**src/rtl/panda_dmem_arbiter_if.sv**
```systemverilog
// Bus bundle between the two data-memory masters, the arbiter and the data RAM.
// The arbiter takes the slave view; the environment (masters plus RAM) takes the master view.
interface panda_dmem_arbiter_if #(
    parameter int ADDR_W = 32
);
    // Port 0: core load/store unit
    logic              m0_req_i;
    logic [ADDR_W-1:0] m0_addr_i;
    logic [3:0]        m0_we_i;
    logic [31:0]       m0_wdata_i;
    logic              m0_gnt_o;
    logic              m0_rvalid_o;
    logic [31:0]       m0_rdata_o;

    // Port 1: auxiliary master (debug / DMA)
    logic              m1_req_i;
    logic [ADDR_W-1:0] m1_addr_i;
    logic [3:0]        m1_we_i;
    logic [31:0]       m1_wdata_i;
    logic              m1_lock_i;
    logic              m1_gnt_o;
    logic              m1_rvalid_o;
    logic [31:0]       m1_rdata_o;

    // Shared synchronous data RAM port
    logic              data_req_o;
    logic [ADDR_W-1:0] data_addr_o;
    logic [3:0]        data_we_o;
    logic [31:0]       data_wdata_o;
    logic [31:0]       data_rdata_i;

    modport slave (
        input  m0_req_i, m0_addr_i, m0_we_i, m0_wdata_i,
        output m0_gnt_o, m0_rvalid_o, m0_rdata_o,
        input  m1_req_i, m1_addr_i, m1_we_i, m1_wdata_i, m1_lock_i,
        output m1_gnt_o, m1_rvalid_o, m1_rdata_o,
        output data_req_o, data_addr_o, data_we_o, data_wdata_o,
        input  data_rdata_i
    );

    modport master (
        output m0_req_i, m0_addr_i, m0_we_i, m0_wdata_i,
        input  m0_gnt_o, m0_rvalid_o, m0_rdata_o,
        output m1_req_i, m1_addr_i, m1_we_i, m1_wdata_i, m1_lock_i,
        input  m1_gnt_o, m1_rvalid_o, m1_rdata_o,
        input  data_req_o, data_addr_o, data_we_o, data_wdata_o,
        output data_rdata_i
    );
endinterface

```
**src/rtl/panda_dmem_arbiter.sv**
```systemverilog
// Round-robin arbiter sharing one data-RAM port between the core LSU (port 0) and an
// auxiliary master (port 1), with a port-1 lock for atomic sequences and 1-cycle responses.
module panda_dmem_arbiter #(
    parameter int ADDR_W = 32
) (
    input  logic                 clk_i,
    input  logic                 rst_i,
    panda_dmem_arbiter_if.slave  bus
);

    typedef enum logic {
        PORT0 = 1'b0,
        PORT1 = 1'b1
    } port_e;

    port_e             r_last_grant;
    logic              r_locked;
    logic              r_resp_valid;
    port_e             r_resp_owner;

    logic              w_lock_hold;
    logic              w_gnt0;
    logic              w_gnt1;
    logic              w_any_gnt;
    logic [ADDR_W-1:0] w_addr;
    logic [3:0]        w_we;
    logic [31:0]       w_wdata;

    // The lock only holds while port 1 keeps asserting it, so a drop frees port 0 the same cycle.
    assign w_lock_hold = r_locked & bus.m1_lock_i;

    // NOTE: every signal driven here gets a default first so no path leaves it unassigned,
    // which would otherwise infer a latch.
    always_comb begin
        w_gnt0 = 1'b0;
        w_gnt1 = 1'b0;
        if (!rst_i) begin
            if (w_lock_hold) begin
                w_gnt1 = bus.m1_req_i;
            end else if (bus.m0_req_i && bus.m1_req_i) begin
                if (r_last_grant == PORT1) begin
                    w_gnt0 = 1'b1;
                end else begin
                    w_gnt1 = 1'b1;
                end
            end else begin
                w_gnt0 = bus.m0_req_i;
                w_gnt1 = bus.m1_req_i;
            end
        end
    end

    assign w_any_gnt = w_gnt0 | w_gnt1;

    always_comb begin
        w_addr  = '0;
        w_we    = 4'b0000;
        w_wdata = '0;
        if (w_gnt0) begin
            w_addr  = bus.m0_addr_i;
            w_we    = bus.m0_we_i;
            w_wdata = bus.m0_wdata_i;
        end else if (w_gnt1) begin
            w_addr  = bus.m1_addr_i;
            w_we    = bus.m1_we_i;
            w_wdata = bus.m1_wdata_i;
        end
    end

    // NOTE: state registers use non-blocking assignments so every flop samples the
    // pre-edge values, independent of statement order.
    always_ff @(posedge clk_i) begin
        if (rst_i) begin
            r_last_grant <= PORT1;
            r_locked     <= 1'b0;
            r_resp_valid <= 1'b0;
            r_resp_owner <= PORT0;
        end else begin
            if (w_gnt0) begin
                r_last_grant <= PORT0;
            end else if (w_gnt1) begin
                r_last_grant <= PORT1;
            end

            if (w_gnt1 && bus.m1_lock_i) begin
                r_locked <= 1'b1;
            end else if (!bus.m1_lock_i) begin
                r_locked <= 1'b0;
            end

            r_resp_valid <= w_any_gnt;
            if (w_any_gnt) begin
                r_resp_owner <= w_gnt1 ? PORT1 : PORT0;
            end
        end
    end

    assign bus.m0_gnt_o     = w_gnt0;
    assign bus.m1_gnt_o     = w_gnt1;
    assign bus.data_req_o   = w_any_gnt;
    assign bus.data_addr_o  = w_addr;
    assign bus.data_we_o    = w_we;
    assign bus.data_wdata_o = w_wdata;

    // A response in flight when reset arrives is dropped rather than delivered.
    assign bus.m0_rvalid_o = ~rst_i & r_resp_valid & (r_resp_owner == PORT0);
    assign bus.m1_rvalid_o = ~rst_i & r_resp_valid & (r_resp_owner == PORT1);
    assign bus.m0_rdata_o  = bus.data_rdata_i;
    assign bus.m1_rdata_o  = bus.data_rdata_i;

endmodule

```
**src/flat_wrapper.sv**
```systemverilog
// flat-port wrapper written by rule: the top's interface ports become plain ports
module panda_dmem_arbiter_flat 
#(
    parameter int ADDR_W = 32
)
  (clk_i, rst_i, bus_m0_req_i, bus_m0_addr_i, bus_m0_we_i, bus_m0_wdata_i, bus_m0_gnt_o, bus_m0_rvalid_o, bus_m0_rdata_o, bus_m1_req_i, bus_m1_addr_i, bus_m1_we_i, bus_m1_wdata_i, bus_m1_lock_i, bus_m1_gnt_o, bus_m1_rvalid_o, bus_m1_rdata_o, bus_data_req_o, bus_data_addr_o, bus_data_we_o, bus_data_wdata_o, bus_data_rdata_i);
  panda_dmem_arbiter_if #(.ADDR_W(ADDR_W)) bus_i ();
  input  logic clk_i;
  input  logic rst_i;
  input wire logic [$bits(bus_i.m0_req_i)-1:0] bus_m0_req_i;
  input wire logic [$bits(bus_i.m0_addr_i)-1:0] bus_m0_addr_i;
  input wire logic [$bits(bus_i.m0_we_i)-1:0] bus_m0_we_i;
  input wire logic [$bits(bus_i.m0_wdata_i)-1:0] bus_m0_wdata_i;
  output wire logic [$bits(bus_i.m0_gnt_o)-1:0] bus_m0_gnt_o;
  output wire logic [$bits(bus_i.m0_rvalid_o)-1:0] bus_m0_rvalid_o;
  output wire logic [$bits(bus_i.m0_rdata_o)-1:0] bus_m0_rdata_o;
  input wire logic [$bits(bus_i.m1_req_i)-1:0] bus_m1_req_i;
  input wire logic [$bits(bus_i.m1_addr_i)-1:0] bus_m1_addr_i;
  input wire logic [$bits(bus_i.m1_we_i)-1:0] bus_m1_we_i;
  input wire logic [$bits(bus_i.m1_wdata_i)-1:0] bus_m1_wdata_i;
  input wire logic [$bits(bus_i.m1_lock_i)-1:0] bus_m1_lock_i;
  output wire logic [$bits(bus_i.m1_gnt_o)-1:0] bus_m1_gnt_o;
  output wire logic [$bits(bus_i.m1_rvalid_o)-1:0] bus_m1_rvalid_o;
  output wire logic [$bits(bus_i.m1_rdata_o)-1:0] bus_m1_rdata_o;
  output wire logic [$bits(bus_i.data_req_o)-1:0] bus_data_req_o;
  output wire logic [$bits(bus_i.data_addr_o)-1:0] bus_data_addr_o;
  output wire logic [$bits(bus_i.data_we_o)-1:0] bus_data_we_o;
  output wire logic [$bits(bus_i.data_wdata_o)-1:0] bus_data_wdata_o;
  input wire logic [$bits(bus_i.data_rdata_i)-1:0] bus_data_rdata_i;
  assign bus_i.m0_req_i = bus_m0_req_i;
  assign bus_i.m0_addr_i = bus_m0_addr_i;
  assign bus_i.m0_we_i = bus_m0_we_i;
  assign bus_i.m0_wdata_i = bus_m0_wdata_i;
  assign bus_m0_gnt_o = bus_i.m0_gnt_o;
  assign bus_m0_rvalid_o = bus_i.m0_rvalid_o;
  assign bus_m0_rdata_o = bus_i.m0_rdata_o;
  assign bus_i.m1_req_i = bus_m1_req_i;
  assign bus_i.m1_addr_i = bus_m1_addr_i;
  assign bus_i.m1_we_i = bus_m1_we_i;
  assign bus_i.m1_wdata_i = bus_m1_wdata_i;
  assign bus_i.m1_lock_i = bus_m1_lock_i;
  assign bus_m1_gnt_o = bus_i.m1_gnt_o;
  assign bus_m1_rvalid_o = bus_i.m1_rvalid_o;
  assign bus_m1_rdata_o = bus_i.m1_rdata_o;
  assign bus_data_req_o = bus_i.data_req_o;
  assign bus_data_addr_o = bus_i.data_addr_o;
  assign bus_data_we_o = bus_i.data_we_o;
  assign bus_data_wdata_o = bus_i.data_wdata_o;
  assign bus_i.data_rdata_i = bus_data_rdata_i;
  panda_dmem_arbiter #(.ADDR_W(ADDR_W)) u_core (.clk_i(clk_i), .rst_i(rst_i), .bus(bus_i));
endmodule
```
**config.mk**
```make
export PLATFORM = sky130hd
export DESIGN_NAME = panda_dmem_arbiter_flat
export DESIGN_NICKNAME = d
export VERILOG_FILES = /design/src/rtl/panda_dmem_arbiter_if.sv /design/src/rtl/panda_dmem_arbiter.sv /design/src/flat_wrapper.sv
export SDC_FILE = /design/constraint.sdc
export NUM_CORES = 1
export LEC_CHECK = 0
export ABC_CLOCK_PERIOD_IN_PS = 2900
export CORE_AREA = 2 2 119 121
export CTS_BUF_LIST = sky130_fd_sc_hd__clkbuf_8
export DETAILED_ROUTE_END_ITERATION = 8
export DIE_AREA = 0 0 121 123
export HOLD_SLACK_MARGIN = 0.1
export MAX_ROUTING_LAYER = met4
export SLEW_MARGIN = 0
export SYNTH_ARGS = -nofsm -noshare
export SYNTH_HDL_FRONTEND = slang
export SYNTH_SLANG_ARGS = --single-unit
export TNS_END_PERCENT = 100
```
**constraint.sdc**
```tcl
create_clock -name clk_i -period 2.9 [get_ports clk_i]
set_clock_uncertainty 0.05 [all_clocks]
set_input_delay 0.435 -clock clk_i [delete_from_list [all_inputs] [get_ports clk_i]]
set_output_delay 0.435 -clock clk_i [all_outputs]
set_load 0.05 [all_outputs]
```
* Yosys cells after proc, flatten, opt, wreduce, memory -nomap -nowiden *
Cells that the tools add are included.

operators by class
  equal/unequal tests = 1
  multiplexer cells = 19
  bitwise gates (word level) = 7
  reductions and logical operators = 3

operator list
  operator                                                                  number
  32-bit two-way mux                                                        4
  1-bit two-way mux                                                         13
  4-bit two-way mux                                                         2
  1-bit bitwise AND                                                         4
  1-bit logical AND                                                         2
  2-bit by 1-bit inequality test with 1-bit output (second input constant)  1
  1-bit inverter                                                            2
  2-bit nonzero test                                                        1
  1-bit bitwise OR                                                          1

storage, ports and cells
  flip-flop bits (word level) = 4
  output and inout bits = 137
  logic and storage cells = 34

* Depth between registers and ports, before layout *
Gate-level depths: netlist of the first run.

  depth after elaboration = 6
  mapped depth = 4
  mapped depth without buffers = 3

* Worst setup path before layout of the first run *
Ideal clock, no wire load.

  path type = input-to-output
  start = in rst_i
  end = out bus_data_wdata_o[23]
  arrival time = 1,805 ps
  slack = 610 ps
  cell stages on the path = 4
  path buffers = 2
  cell sequence = buf_2 -> a311oi_2 -> buf_2 -> a22o_1

between the ends
  longest elaborated chain between the ends = 3

ends and longest elaborated chain
  what                line                      RTL
  from (decl)         flat_wrapper.sv:9         input logic rst_i;
  1-bit two-way mux   panda_dmem_arbiter.sv:37  if (!rst_i) begin
  via bus_m1_gnt_o    flat_wrapper.sv:22        output wire logic [$bits(bus_i.m1_gnt_o)-1:0] bus_m1_gnt_o;
  32-bit two-way mux  panda_dmem_arbiter.sv:63  end else if (w_gnt1) begin
  32-bit two-way mux  panda_dmem_arbiter.sv:59  if (w_gnt0) begin
  to (decl)           flat_wrapper.sv:28        output wire logic [$bits(bus_i.data_wdata_o)-1:0] bus_data_wdata_o;

The timed path passes the listed nets, and every way through them passes these cells.

* Worst setup path in the final report of the first run *
  start = in bus_m0_req_i
  end = out bus_data_wdata_o[8]

between the ends
  longest elaborated chain between the ends = 6

ends and longest elaborated chain
  what                  line                      RTL
  from (decl)           flat_wrapper.sv:10        input wire logic [$bits(bus_i.m0_req_i)-1:0] bus_m0_req_i;
  1-bit logical AND     panda_dmem_arbiter.sv:40  end else if (bus.m0_req_i && bus.m1_req_i) begin
  1-bit two-way mux     panda_dmem_arbiter.sv:40
  1-bit two-way mux     panda_dmem_arbiter.sv:38  if (w_lock_hold) begin
  1-bit two-way mux     panda_dmem_arbiter.sv:37
  32-bit two-way mux    panda_dmem_arbiter.sv:63
  32-bit two-way mux *  panda_dmem_arbiter.sv:59

Every way passes the cells marked *; elsewhere a longest branch is shown, timed or not.

==> impl_metrics.ini, run 1 <==
[outcome]
status = finished clean

[finish]
nFillCells = 1396
final_layout_size_suffix_gt1_frac = 0.269
final_common_cell = clkdlybuf4s50_1
utilization = 0.292
final_area_mm2 = 0.00398
areaGrowthSynthToFinish_pct = 185
num_antenna_cells = 0
finalNetCount = 484
layout_common_cells = 140 x clkdlybuf4s50_1, 74 x buf_12, 68 x a22o_1

[clock_tree]
path_clk_slew_ps = 30
cts_setup_buffers = 0
clkLatencyLatePin_ps = 220
cts-root-buf = clkbuf_8
hold_buffers = 0
cts_buffer_depth = 2
cts_made_buffers = 3
cts_resized = 0
cts_num_sinks = 4
cts-htree-levels = 1
cts_tree = yes

[routing]
viasPerCell = 3.79
wire_per_inst_um = 14.7
drtIter0Drc = 41
drt_drc_violations_left = 0
drtAntennaViolNets = 0
drt_pass1_iterations = 4
via_count = 1851
wl_um = 7170

[pwr]
p_int_mw = 0.639
p_total_mw = 1.09
switching_share = 0.413
share_comb_of_total_power = 0.836
seq_power_share = 0.059
power.density_mw_per_mm2 = 274
p_switching_mw = 0.449
p_leak_nw = 1.55
max-vdd-ir-drop_v = 0.000214
pwr-share-clk = 0.105

[grt]
antenna_found_initial = 0
track_usage = 0.0861
grt_pass1_vias = 1890
grt_max_degree = 37
grt_pass1_wl_um = 10100
overflow = 0

[placement]
io_buffers = 213
place_congestion = 0.695
dpl_cell_area_mm2 = 0.00394
dp_hpwl_um = 6210

[worst_setup_path]
endpoint_kind = output pin
worstPathRequired_ps = 2410
cp_max_fo = 36
critical_path.cell_chain = clkdlybuf4s50_1, a21bo_2, nor3_4, buf_12, a22o_1, buf_12
crit_buf_inv = 3
critical_path_class = input pin to output pin
slowest_stage = clkdlybuf4s50_1
cp_slowest_stage_delay_ps = 540
path_common_cell = buf_12
cp_top_family = buffers and inverters
crit_path_start_kind = input pin
crit_arrival_ps = 2160

[floorplan]
die_area_mm2 = 0.0149
rows = 43
initial_core_util = 0.102
die_h_um = 123
die_w_um = 121
io-pin-count = 310
core_area_mm2 = 0.0136

[sta]
period_share = 0.911
holdWs_ps = 439
tightest_slew_ps = 421
period_minus_slack_ps = 2640
finalHoldViolCount = 0
tns_ps = 0
fmax_mhz = 379
drv_slew = 0
rsz0062_at_grt = no
slew_headroom = 0.718
setup-violations-final = 0

[flow_run]
max-cap-violations = 0

[synthesis]
syn_area_mm2 = 0.00139
synth_nets = 341
yosys_warnings = 0
synthCells = 168
syn_avg_cell_area_um2 = 8.30
synthDistinctLibCells = 19
yosysSeqAreaShare = 0.0575
ys_ff_latch = 4

[min_path]
hp-class = flip-flop to flip-flop
[power by group through the flow]
stage / clock network (mW) / registers, mW / logic [mW]
CTS: 0.118 / 0.0636 / 0.917
global route: 0.123 / 0.0643 / 0.941
floorplan: 0 / 0.0628 / 0.614
detailed placement: 0 / 0.0644 / 0.915
global placement: 0 / 0.0639 / 0.907
finish: 0.115 / 0.0637 / 0.910
[tightest hold or removal path, stage by stage, from the launching register on]
cell,delay (ps)
dfxtp_1,310
nand2b_1,70
o21bai_1,60
[cells in the mapped netlist, drive strengths merged]
library cell	n	area, um2
a21bo	1	10.0
a21oi	3	15.0
a22o	68	596
a311oi	1	15.0
and3b	1	8.76
buf	78	594
clkbuf	1	3.75
dfxtp	4	80.1
inv	1	3.75
nand2	2	7.51
nand2b	1	6.26
nor2	1	3.75
nor2b	1	6.26
nor3	2	21.3
nor3b	2	15.0
o21bai	1	7.51
[metal layers]
metal / GRT usage / part of all wire / vias up
met5: - / 0 / -
met4: 0.0218 / 0.026 / 0
met3: 0.0258 / 0.11 / 25
met2: 0.167 / 0.55 / 124
met1: 0.0826 / 0.32 / 846
li1: - / - / 856
[flip-flops by register name, summed over array words and instances (netlist names)]
register             cells
u_core.r_resp_owner      1
u_core.r_resp_valid      1
u_core.r_locked          1
u_core.r_last_grant      1
[cell families (layout without fill, tap and decap cells)]
| kind of cell | count (synthesis) | count (layout) | synth area share |
|---|---|---|---|
| simple gates | 10 | 10 | 0.0494 |
| buf+inv | 80 | 221 | 0.432 |
| compound gates | 74 | 74 | 0.461 |
| flops | 4 | 4 | 0.0575 |
[final cells by class]
type	count	area (um2)	area share
multi-input cells	84	723	0.182
flip-flops and latches	4	80.1	0.0201
repair buffers	217	2910	0.730
clock buffers	3	41.3	0.0104
inverters	1	3.75	0.000943
well taps	180	225	0.0566
[stage by stage]
stage	cells	worst slack, ps
2_1_floorplan	168	610
3_3_place_gp	486	271
3_5_place_dp	486	253
4_1_cts	489	256
5_1_grt	489	175
6_report	489	259
[path summary, 6_finish.rpt]
path,start,to,slack [ps],cells after the start
hold reg to reg,u_core.r_resp_owner,u_core.r_resp_owner,440,2
hold / removal,u_core.r_resp_owner,u_core.r_resp_owner,440,2
setup / recovery,bus_m0_req_i,bus_data_wdata_o[8],260,6
setup reg to reg,u_core.r_locked,u_core.r_resp_owner,1550,4
Note: power is estimated with default switching activity, not from simulation.
==> run 2, diff against run 1 <==
--- a/config.mk
+++ b/config.mk
@@ -7,7 +7,6 @@
 export LEC_CHECK = 0
 export ABC_CLOCK_PERIOD_IN_PS = 2900
 export CORE_AREA = 2 2 119 121
-export CTS_BUF_LIST = sky130_fd_sc_hd__clkbuf_8
 export DETAILED_ROUTE_END_ITERATION = 8
 export DIE_AREA = 0 0 121 123
 export HOLD_SLACK_MARGIN = 0.1
==> run 2 against run 1 <==
Compared with the run above:
- sequential power barely moved
- sequential cell count did not move
- die area did not move
- register-to-register slack barely moved
- global-route usage barely moved
- first-iteration DRC count did not move
==> impl_metrics.ini, run 2 (same netlist as run 1, synthesis figures left out) <==
[finish]
finalNetCount = 484
nFillCells = 1394
areaGrowthSynthToFinish_pct = 188
final_common_cell = clkdlybuf4s50_1
final_area_mm2 = 0.00401
num_antenna_cells = 0
final_layout_size_suffix_gt1_frac = 0.269
layout_common_cells = 140 x clkdlybuf4s50_1, 74 x buf_12, 68 x a22o_1
utilization = 0.295

[worst_setup_path]
cp-startpoint = bus_m0_req_i
crit_path_start_kind = input pin
crit_arrival_ps = 2150
reg2reg_slack_ps = 1550
reg2reg_from = u_core.r_locked
cp_max_fo = 36
critical_path_class = input pin to output pin
worstPathRequired_ps = 2410
endpoint_kind = output pin

[clock_tree]
cts_buffer_depth = 2
cts_resized = 0
hold_buffers = 0
cts_setup_buffers = 0
clkLatencyLatePin_ps = 220
cts-htree-levels = 1
cts-root-buf = clkbuf_16
path_clk_slew_ps = 30
cts_made_buffers = 3
cts_tree = yes
cts_num_sinks = 4

[floorplan]
rows = 43
core_area_mm2 = 0.0136
die_w_um = 121
initial_core_util = 0.102
io-pin-count = 310
die_h_um = 123
die_area_mm2 = 0.0149

[sta]
period_minus_slack_ps = 2640
tns_ps = 0
drv_slew = 0
slew_headroom = 0.715
fmax_mhz = 379
rsz0062_at_grt = no
holdWs_ps = 437
period_share = 0.910
setup-violations-final = 0
tightest_slew_ps = 425
finalHoldViolCount = 0

[pwr]
max-vdd-ir-drop_v = 0.000325
p_switching_mw = 0.458
seq_power_share = 0.054
pwr-share-clk = 0.178
p_int_mw = 0.727
p_leak_nw = 1.56
power.density_mw_per_mm2 = 295
switching_share = 0.386
share_comb_of_total_power = 0.768

[placement]
dpl_cell_area_mm2 = 0.00394
dp_hpwl_um = 6210
place_congestion = 0.695
io_buffers = 213

[grt]
overflow = 0
grt_max_degree = 37
grt_pass1_wl_um = 10100
antenna_found_initial = 0
track_usage = 0.0862
grt_pass1_vias = 1890

[routing]
drtIter0Drc = 41
wire_per_inst_um = 14.7
drt_pass1_iterations = 4
wl_um = 7170
drtAntennaViolNets = 0
drt_drc_violations_left = 0
via_count = 1851
viasPerCell = 3.79

[min_path]
hp-class = flip-flop to flip-flop
hp-start = u_core.r_resp_owner

[outcome]
status = finished clean

[flow_run]
max-cap-violations = 0
## run 2: cell counts in the layout (fill, tap and decap cells not counted)
No cell type changed its count.
## run 2: path summary, 6_finish.rpt
check	end	cells after the start
max	bus_data_wdata_o[8]	6
min	u_core.r_resp_owner	2
max reg2reg	u_core.r_resp_owner	4
min reg2reg	u_core.r_resp_owner	2
## run 2: final cells by class
class / instances / area [um2] / share of cell area
Timing Repair Buffer: 217 / 2910 / 0.724
Multi-Input combinational cell: 84 / 723 / 0.180
Tap cell: 180 / 225 / 0.0561
Sequential cell: 4 / 80.1 / 0.0200
Clock buffer: 3 / 75.1 / 0.0187
Inverter: 1 / 3.75 / 0.000935
## run 2: routing by layer
metal | global-route usage | part of all wire | vias up
met4 | 0.0218 | 0.026 | 0
met1 | 0.0829 | 0.32 | 849
li1 | - | - | 856
met3 | 0.0258 | 0.11 | 25
met2 | 0.167 | 0.55 | 121
met5 | - | 0 | -
## run 2: critical path: stages
cell and delay, ps:
clkdlybuf4s50_1 540, a21bo_2 280, nor3_4 270, buf_12 240, a22o_1 220, buf_12 150
## run 2: stage by stage
| stage | power, mW | setup WS (ps) | instances |
|---|---|---|---|
| 3_5_place_dp | 0.979 | 253 | 486 |
| 3_3_place_gp | 0.971 | 271 | 486 |
| 6_report | 1.18 | 261 | 489 |
| 5_1_grt | 1.23 | 175 | 489 |
| 4_1_cts | 1.20 | 256 | 489 |
| 2_1_floorplan | 0.677 | 610 | 168 |
## run 2: power by group through the flow
stage | registers (mW) | clock network (mW) | logic (mW)
after detailed placement | 0.0644 | 0 | 0.915
after CTS | 0.0636 | 0.214 | 0.917
after global placement | 0.0639 | 0 | 0.907
after floorplan | 0.0628 | 0 | 0.614
after global routing | 0.0643 | 0.222 | 0.941
final | 0.0636 | 0.211 | 0.910
==> run 3, diff against run 2 <==
--- a/config.mk
+++ b/config.mk
@@ -7,6 +7,7 @@
 export LEC_CHECK = 0
 export ABC_CLOCK_PERIOD_IN_PS = 2900
 export CORE_AREA = 2 2 119 121
+export CTS_BUF_LIST = sky130_fd_sc_hd__clkbuf_4 sky130_fd_sc_hd__clkbuf_8
 export DETAILED_ROUTE_END_ITERATION = 8
 export DIE_AREA = 0 0 121 123
 export HOLD_SLACK_MARGIN = 0.1
==> results of run 3 <==
Same layout as run 1: the final DEF is identical, and so are final timing and power.
==> variant, RTL diff (settings of run 2) <==
Make the reset (`rst_i`) asynchronous in one clocked block.
--- a/src/rtl/panda_dmem_arbiter.sv
+++ b/src/rtl/panda_dmem_arbiter.sv
@@ -69,7 +69,7 @@
 
     // NOTE: state registers use non-blocking assignments so every flop samples the
     // pre-edge values, independent of statement order.
-    always_ff @(posedge clk_i) begin
+    always_ff @(posedge clk_i or posedge rst_i) begin
         if (rst_i) begin
             r_last_grant <= PORT1;
             r_locked     <= 1'b0;
Formal check against the unedited RTL: same outputs for any inputs over 10 cycles, from zero or initial values and one cycle with rst_i high; that may be too few to reach the edited logic, so the function may still have changed.
==> variant against run 2 <==
- via count shrank 1.0%
- area after synthesis grew 6.5%
- routed wire length grew 1.9%
- sequential power grew 12%
- total power grew 9.8%
- sequential cell count is the same
- setup slack gained 0.081 ns
- critical path depth is the same
- first-iteration DRC count shrank 66%
- count of clock-buffer cells in the layout grew 1
- non-clock buffer count is the same
- cell area grew 1.3%
==> variant: results (changes against run 2) <==
[metrics] status: completed
[metrics] Crit Reg-Reg Endpoint: u_core.r_resp_valid$_DFF_PP0_
[metrics] dominant synthesized flop cell: sky130_fd_sc_hd__dfrtp_1
[metrics] Leak Pwr: 1.62 nW (+3.5%)
[metrics] worst hold slack: 0.409 ns (-0.0287 ns)
[metrics] worst endpoint data arrival time: 2.07 ns (-0.08 ns)
[metrics] transition at the pin with the smallest max-transition slack: 0.253 ns (-0.173 ns)
[metrics] maximum fanout count along the critical path: 39 (+8.3%)
[metrics] path type of the worst min-delay path: primary input to async pin
[metrics] placed cell count: 484 (-0.41%)
[metrics] fraction of registers with async set/reset: 100% (+100 points)
[metrics] number of cells on the worst reg-to-reg path: 4 (unchanged)
[metrics] cell count after synthesis: 166 (-1.2%)
[metrics] top cells by area, synth: sky130_fd_sc_hd__a22o_1 37%, sky130_fd_sc_hd__buf_4 32%, sky130_fd_sc_hd__buf_6 11%
[metrics] Largest stage delay, worst path: 0.49 ns (-0.05 ns)
[metrics] dpl hpwl: 6340 um (+2.1%)
[metrics] Global Route Usage Sum: 9.01% (+0.39 points)
[metrics] number of global-route vias before repair: 2005 (+6.1%)
[metrics] pin count of the biggest net entering global routing: 40 (+8.1%)
[metrics] leading post-synthesis cells by instance count: 64 x sky130_fd_sc_hd__buf_4, 63 x sky130_fd_sc_hd__a22o_1, 15 x sky130_fd_sc_hd__buf_6
[metrics] first-pass GRT wire length: 10300 um (+2.3%)
[metrics] Avg Vias per Cell: 3.75 (-0.82%)
[metrics] worst supply voltage drop on vdd: 0.148 mV (-54%)
[metrics] worst-case setup slack after placement: 0.350 ns (+0.0967 ns)
[metrics] GP Congestion: 0.727 (+4.6%)
[metrics] syn nets: 339 (-0.59%)
[metrics] number of library cell types mapped by synthesis: 15 (-4)
[metrics] total internal power: 0.786 mW (+8.2%)
[metrics] fraction of final layout cells sized beyond drive strength 1: 29.2% (+2.4 points)
[metrics] sequential share of the synthesized area: 6.83% (+1.1 points)
[metrics] 1st-iter DRT viols: 14 (-66%)
[metrics] critical register-to-register path startpoint: u_core.r_last_grant$_DFFE_PP1P_
[metrics] flop2flop setup slack: 1.42 ns (-0.13 ns)
[metrics] Routed wire per std cell: 15.0 um (+2.1%)
variant: changes by cell type in the layout (fill, tap and decap cells not counted), sizes merged, moves of 2 or more:
cell   before  now
nor3        2    0
inv         1    3
dfxtp       4    0
and3        0    3
dfrtp       0    3
nand2       2    0
nor3b       2    0
variant: how the worst max path moves through the flow:
stage,start,end,slack (ns),depth (start not counted)
floorplan,bus_m0_req_i,bus_data_wdata_o[23],0.75,4
global placement,bus_m0_req_i,bus_data_addr_o[9],0.39,6
detailed placement,bus_m0_req_i,bus_data_wdata_o[23],0.35,6
CTS,bus_m0_req_i,bus_data_wdata_o[23],0.34,6
global route,bus_m0_req_i,bus_data_wdata_o[23],0.31,6
finish,bus_m0_req_i,bus_data_wdata_o[23],0.34,6
variant: kinds of logic (layout without fill, tap and decap cells):
logic type | Yosys count | after routing | share of synthesized area [%]
AOI/OAI and AO/OA | 74 | 74 | 46.1
buffers and inverters | 82 | 224 | 44.5
DFF | 4 | 4 | 6.83
and+or+nand+nor | 6 | 6 | 2.53
variant: power groups by stage:
stage          Combinational, mW  Clock, mW  Sequential [mW]
2_1_floorplan              0.681          0           0.0696
3_3_place_gp                1.01          0           0.0711
3_5_place_dp                1.02          0           0.0721
4_1_cts                     1.02      0.225           0.0716
5_1_grt                     1.04      0.228           0.0722
6_report                    1.01      0.220           0.0713
variant: layer usage:
layer / part of all wire, % / vias up / global-route usage (%)
met5: 0 / - / -
met4: 3.4 / 0 / 4.22
met3: 11 / 30 / 2.17
met2: 54 / 135 / 17.9
met1: 31 / 820 / 7.90
li1: - / 847 / -
variant: final cells by class:
cell class                      instances  area [sq um]
Fill cell                            1395          9550
Timing Repair Buffer                  217          2920
Multi-Input combinational cell         80           731
Tap cell                              180           225
Sequential cell                         4           101
Clock buffer                            4          78.8
Inverter                                3          11.3
variant: worst reg2reg max path, delay by kind of cell, from the launching register on:
kind / cells / cell delay, ns
buffers and inverters: 1 / 0.18
flip-flops: 1 / 0.38
AND/OR/NAND/NOR: 3 / 0.73
